$ cat config.mk
export PLATFORM = sky130hd
export DESIGN_NAME = date_to_doy_flat
export DESIGN_NICKNAME = d
export VERILOG_FILES = /design/src/rtl/date_pkg.sv /design/src/rtl/date_to_doy_if.sv /design/src/rtl/month_len_rom.sv /design/src/rtl/date_to_doy.sv /design/src/flat_wrapper.sv
export SDC_FILE = /design/constraint.sdc
export NUM_CORES = 1
export LEC_CHECK = 0
export BUFFER_PORTS_ARGS = -buffer_cell sky130_fd_sc_hd__buf_2
export CAP_MARGIN = 20
export CORE_ASPECT_RATIO = 2
export CORE_UTILIZATION = 29
export DETAILED_ROUTE_END_ITERATION = 8
export HOLD_SLACK_MARGIN = 0.05
export PLACE_DENSITY = 0.53
export SYNTH_ARGS = -nofsm -noshare
export SYNTH_HDL_FRONTEND = slang
export SYNTH_HIERARCHICAL = 1
export SYNTH_SLANG_ARGS = --single-unit
$ cat constraint.sdc
create_clock -name clk -period 4 [get_ports clk]
set_clock_uncertainty 0.2 [all_clocks]
set_input_delay 0.2 -clock clk [delete_from_list [all_inputs] [get_ports clk]]
set_output_delay 0.2 -clock clk [all_outputs]
set_load 0.02 [all_outputs]
$ cat src/rtl/date_pkg.sv
// Shared types and month-length constants for the date_to_doy encoder.
// DATE_LEAP_YEAR_EN selects a 29-day February.
package date_pkg;

  typedef enum logic [1:0] {IDLE, CHECK, ACCUM, DONE} state_t;

  localparam logic [3:0] MONTHS     = 4'd12;
  localparam logic [4:0] LONG_DAYS  = 5'd31;
  localparam logic [4:0] SHORT_DAYS = 5'd30;
`ifdef DATE_LEAP_YEAR_EN
  localparam logic [4:0] FEB_DAYS   = 5'd29;
`else
  localparam logic [4:0] FEB_DAYS   = 5'd28;
`endif

endpackage

$ cat src/rtl/date_to_doy_if.sv
// Request/result bundle between the entry logic and the day-of-year encoder.
interface date_to_doy_if;
  logic       start;
  logic [3:0] month;
  logic [4:0] day;
  logic       busy;
  logic       done;
  logic       err;
  logic [8:0] doy;

  modport master (output start, month, day, input busy, done, err, doy);
  modport slave  (input start, month, day, output busy, done, err, doy);
endinterface

$ cat src/rtl/month_len_rom.sv
// Combinational month-length lookup; months outside 1..12 report 0 days.
module month_len_rom
  import date_pkg::*;
(
  input  logic [3:0] month,
  output logic [4:0] days
);

  always_comb begin
    days = 5'd0;
    case (month)
      4'd1, 4'd3, 4'd5, 4'd7, 4'd8, 4'd10, 4'd12: days = LONG_DAYS;
      4'd4, 4'd6, 4'd9, 4'd11:                    days = SHORT_DAYS;
      4'd2:                                       days = FEB_DAYS;
      default:                                    days = 5'd0;
    endcase
  end

endmodule

$ cat src/rtl/date_to_doy.sv
// Sequential month/day to day-of-year encoder: walks one month per clock.
// February length follows DATE_LEAP_YEAR_EN (see date_pkg).
module date_to_doy
  import date_pkg::*;
(
  input  logic         clk,
  input  logic         rst,
  date_to_doy_if.slave bus
);

  state_t     state_q, state_d;
  logic [3:0] m_req_q, m_req_d;
  logic [4:0] d_req_q, d_req_d;
  logic [3:0] m_cnt_q, m_cnt_d;
  logic [8:0] acc_q, acc_d;
  logic [8:0] doy_q, doy_d;
  logic       err_q, err_d;
  logic       done_q, done_d;
  logic [4:0] chk_len, acc_len;

  month_len_rom u_chk_rom (.month(m_req_q), .days(chk_len));
  month_len_rom u_acc_rom (.month(m_cnt_q), .days(acc_len));

  // Result registers load on the edge entering DONE so doy/err/done
  // are all visible during the DONE cycle itself.
  always_comb begin
    state_d = state_q;
    m_req_d = m_req_q;
    d_req_d = d_req_q;
    m_cnt_d = m_cnt_q;
    acc_d   = acc_q;
    doy_d   = doy_q;
    err_d   = err_q;
    done_d  = 1'b0;
    case (state_q)
      IDLE: begin
        if (bus.start) begin
          m_req_d = bus.month;
          d_req_d = bus.day;
          state_d = CHECK;
        end
      end
      CHECK: begin
        if (m_req_q == 4'd0 || m_req_q > MONTHS ||
            d_req_q == 5'd0 || d_req_q > chk_len) begin
          acc_d   = 9'd0;
          doy_d   = 9'd0;
          err_d   = 1'b1;
          done_d  = 1'b1;
          state_d = DONE;
        end else begin
          acc_d   = {4'd0, d_req_q};
          m_cnt_d = 4'd1;
          if (m_req_q > 4'd1) begin
            state_d = ACCUM;
          end else begin
            doy_d   = {4'd0, d_req_q};
            err_d   = 1'b0;
            done_d  = 1'b1;
            state_d = DONE;
          end
        end
      end
      ACCUM: begin
        acc_d   = acc_q + {4'd0, acc_len};
        m_cnt_d = m_cnt_q + 4'd1;
        if (m_cnt_d == m_req_q) begin
          doy_d   = acc_d;
          err_d   = 1'b0;
          done_d  = 1'b1;
          state_d = DONE;
        end
      end
      DONE:    state_d = IDLE;
      default: state_d = IDLE;
    endcase
  end

  always_ff @(posedge clk or posedge rst) begin
    if (rst) begin
      state_q <= IDLE;
      m_req_q <= 4'd0;
      d_req_q <= 5'd0;
      m_cnt_q <= 4'd0;
      acc_q   <= 9'd0;
      doy_q   <= 9'd0;
      err_q   <= 1'b0;
      done_q  <= 1'b0;
    end else begin
      state_q <= state_d;
      m_req_q <= m_req_d;
      d_req_q <= d_req_d;
      m_cnt_q <= m_cnt_d;
      acc_q   <= acc_d;
      doy_q   <= doy_d;
      err_q   <= err_d;
      done_q  <= done_d;
    end
  end

  assign bus.busy = (state_q != IDLE);
  assign bus.done = done_q;
  assign bus.err  = err_q;
  assign bus.doy  = doy_q;

endmodule

$ cat src/flat_wrapper.sv
// flat-port wrapper written by rule: the top's interface ports become plain ports
module date_to_doy_flat import date_pkg::*;
  (clk, rst, bus_start, bus_month, bus_day, bus_busy, bus_done, bus_err, bus_doy);
  date_to_doy_if bus_i ();
  input  logic clk;
  input  logic rst;
  input wire logic [$bits(bus_i.start)-1:0] bus_start;
  input wire logic [$bits(bus_i.month)-1:0] bus_month;
  input wire logic [$bits(bus_i.day)-1:0] bus_day;
  output wire logic [$bits(bus_i.busy)-1:0] bus_busy;
  output wire logic [$bits(bus_i.done)-1:0] bus_done;
  output wire logic [$bits(bus_i.err)-1:0] bus_err;
  output wire logic [$bits(bus_i.doy)-1:0] bus_doy;
  assign bus_i.start = bus_start;
  assign bus_i.month = bus_month;
  assign bus_i.day = bus_day;
  assign bus_busy = bus_i.busy;
  assign bus_done = bus_i.done;
  assign bus_err = bus_i.err;
  assign bus_doy = bus_i.doy;
  date_to_doy u_core (.clk(clk), .rst(rst), .bus(bus_i));
endmodule
==> flow_summary.toml <==
[route]
drt-initial-drc-count = 66
vias = 1903
routed_wirelength_microns = 5620
via_per_inst = 5.26
drt_first_pass_iters = 4
remaining_drc_errors = 0
antenna_left = 0
wl_per_cell_microns = 15.5

[cells_and_area]
stdcell_count = 362
syn2layout_area_growth_pct = 21.3
final_util = 0.363
seq_area_sq_um = 876
stdcell_area_sq_um = 2860
antennaDiodeCount = 0
multi_input_area_sq_um = 1360
fillCellCount = 799
final_nets = 293
drive_above_1_share = 0.214

[clocking]
cts_resized = 0
clock-root-buffer = "clkbuf_16"
insertion_delay_ps = 280
cts_setup_buffers = 0
cts_tree = "yes"
clock-sinks = 35
cts.path.max_buffers = 2
cts_made_buffers = 5
h-tree-depth = 2
clk_pin_slew_ps = 60
hold_buffers = 10

[setup_path]
worstPathArrival_ps = 3430
r2r-start = "u_core/m_req_q[0]"
worstPathMaxFanout = 8
endpoint_kind = "flop"
start_kind = "flop"
required_ps = 3970
reg2reg_depth = 9
reg2reg_to = "u_core/bus.doy[5]"
crit_type = "flop to flop"
reg2reg_slack_ps = 540

[worst_hold_path]
worstHoldEndpoint = "u_core/state_q[0]"
worstHoldStart = "bus_start"
hold_path_depth = 3
hp-class = "primary input to flop"

[synth]
syn-num-nets = 260
async_flop_share = 1.00
avgSynthCellArea_sq_um = 10.2
synth_flop_cell = "dfrtp_1"
synth_most_common_cell = "dfrtp_1"
ys_seq_area_frac = 0.371
synth_area_sq_um = 2360
yosysWarnings = 6
synth-seq-cells = 35
synth_top_area_share = 0.371
synth_area_leader_cell = "dfrtp_1"
netlist_top_cells_area = "dfrtp_1, ha_1, mux2_2"
synthDistinctLibCells = 57
synth_edf_count = 0
netlist_top_cells_count = "dfrtp_1, inv_1, ha_1"
syn-instance-count = 232

[sta]
finalCritPeriodShare = 0.865
fmax_mhz = 289
setup_viol = 0
setup-tns-final_ps = 0
min_period_ps = 3460
maxSlewViolCount = 0
rsz0062_at_grt = "no"
worstMarginPinSlew_ps = 646
final-hold-violation-count = 0
slew_headroom = 0.564
layout_setup_ws_ps = 541

[die]
start_util = 0.299
pin_count = 24
fp.dieH_microns = 130
rows = 46
dieArea_sq_um = 8530
die_x_microns = 65.8
core_sq_um = 7890

[placed_design]
numPortBuffers = 23
dp_cells = 344
place.gp.congestion = 0.811
placed_area_sq_um = 2570
place_ws_ps = 538
post-dp-hpwl_microns = 4240

[grt]
antenna_found_initial = 0
overflow = 0
grt_max_degree = 36
grt_pass1_vias = 1842
grt_use_total = 0.147
grt_pass1_wl_microns = 9270

[power_and_ir_drop]
p_leak_nw = 1.32
ir_drop_mv = 0.346
p_per_area_nw_per_um2 = 997

[run]
maxCapViolCount = 0

[run_status]
status = "complete, no violations"
-- kinds of logic after synthesis --
group / Yosys count / share of synthesized area
DFF: 35 / 0.371
muxes: 22 / 0.101
buffers and inverters: 30 / 0.0541
AOI/OAI and AO/OA: 65 / 0.213
adders and majority gates: 16 / 0.0880
xor gates and xnor gates: 8 / 0.0360
and+or+nand+nor: 56 / 0.138
-- worst max-delay path by stage --
stage,startpoint,to,cells after the start
6_report,u_core/m_req_q[0],u_core/bus.doy[5],9
5_1_grt,u_core/m_req_q[0],u_core/bus.doy[5],9
4_1_cts,u_core/m_req_q[0],u_core/bus.doy[5],9
3_5_place_dp,u_core/m_req_q[0],u_core/bus.doy[5],9
3_3_place_gp,u_core/m_req_q[0],u_core/bus.doy[5],9
2_1_floorplan,u_core/m_req_q[0],u_core/bus.doy[5],10
-- power by group --
part / internal (W) / total, W / switching [W]
Combinational: 0.000734 / 0.00166 / 0.000921
Clock: 0.000357 / 0.000516 / 0.000159
Sequential: 0.000511 / 0.000682 / 0.000171
-- flip-flops by register name, indices dropped and copies added, names as in the netlist --
register and cells:
u_core/bus.err 1, u_core/state_q 2, u_core/m_req_q 4, u_core/d_req_q 5, u_core/m_cnt_q 4, u_core/bus.done 1
u_core/bus.doy 9, u_core/acc_q 9
-- metal layers --
layer / track usage / vias up / routed length (microns)
met5: 0 / - / 0
met2: 0.262 / 37 / 3060
met4: 0.0946 / 0 / 246
li1: - / 926 / -
met3: 0.0211 / 17 / 136
met1: 0.155 / 923 / 2180
-- area by class of cell --
cell class              instances  area share
clock buffers                   5      0.0437
clock inverters                 3      0.0236
inverters                      19      0.0249
multi-input cells             167       0.474
flip-flops and latches         35       0.306
well taps                      96      0.0420
repair buffers                 37      0.0857
-- metrics by stage --
step / hold slack (ps) / total power [W]
after floorplan: 151 / 0.00195
after global placement: 132 / 0.00232
after detailed placement: 136 / 0.00235
after CTS: 130 / 0.00289
after global routing: 196 / 0.00310
final: 131 / 0.00285
-- worst max-delay path, stage by stage (launching register included) --
cell,delay [ps]
dfrtp_1,460
or4_1,530
and2_1,200
inv_1,70
ha_1,240
and4_1,220
a221o_1,410
a211oi_4,460
a22oi_4,210
mux2_4,330
-- cells in the final DEF, fill, tap and decap left out, types with 2 or more instances in the layout --
| cell | instances |
|---|---|
| o21a_1 | 3 |
| ha_1 | 15 |
| mux2i_1 | 11 |
| a21o_1 | 3 |
| bufinv_16 | 2 |
| clkbuf_16 | 5 |
| dlygate4sd3_1 | 10 |
| inv_1 | 19 |
| buf_4 | 4 |
| a21bo_2 | 3 |
| o211ai_1 | 4 |
| xor2_1 | 2 |
| nor2_1 | 10 |
| nand3_1 | 4 |
| nand2_1 | 9 |
| a221o_1 | 3 |
| and3_1 | 3 |
| and2_1 | 2 |
| o21ai_0 | 6 |
| xnor2_1 | 5 |
| a22oi_1 | 4 |
| nand2b_1 | 6 |
| mux2_2 | 10 |
| and4b_1 | 2 |
| a21oi_1 | 12 |
| dfrtp_1 | 35 |
| nor3b_1 | 3 |
| nor3_1 | 3 |
| or4_1 | 6 |
| a21boi_0 | 2 |
| buf_2 | 23 |
| a221oi_1 | 3 |
| a211oi_1 | 7 |
(Power assumes the default switching activity.)
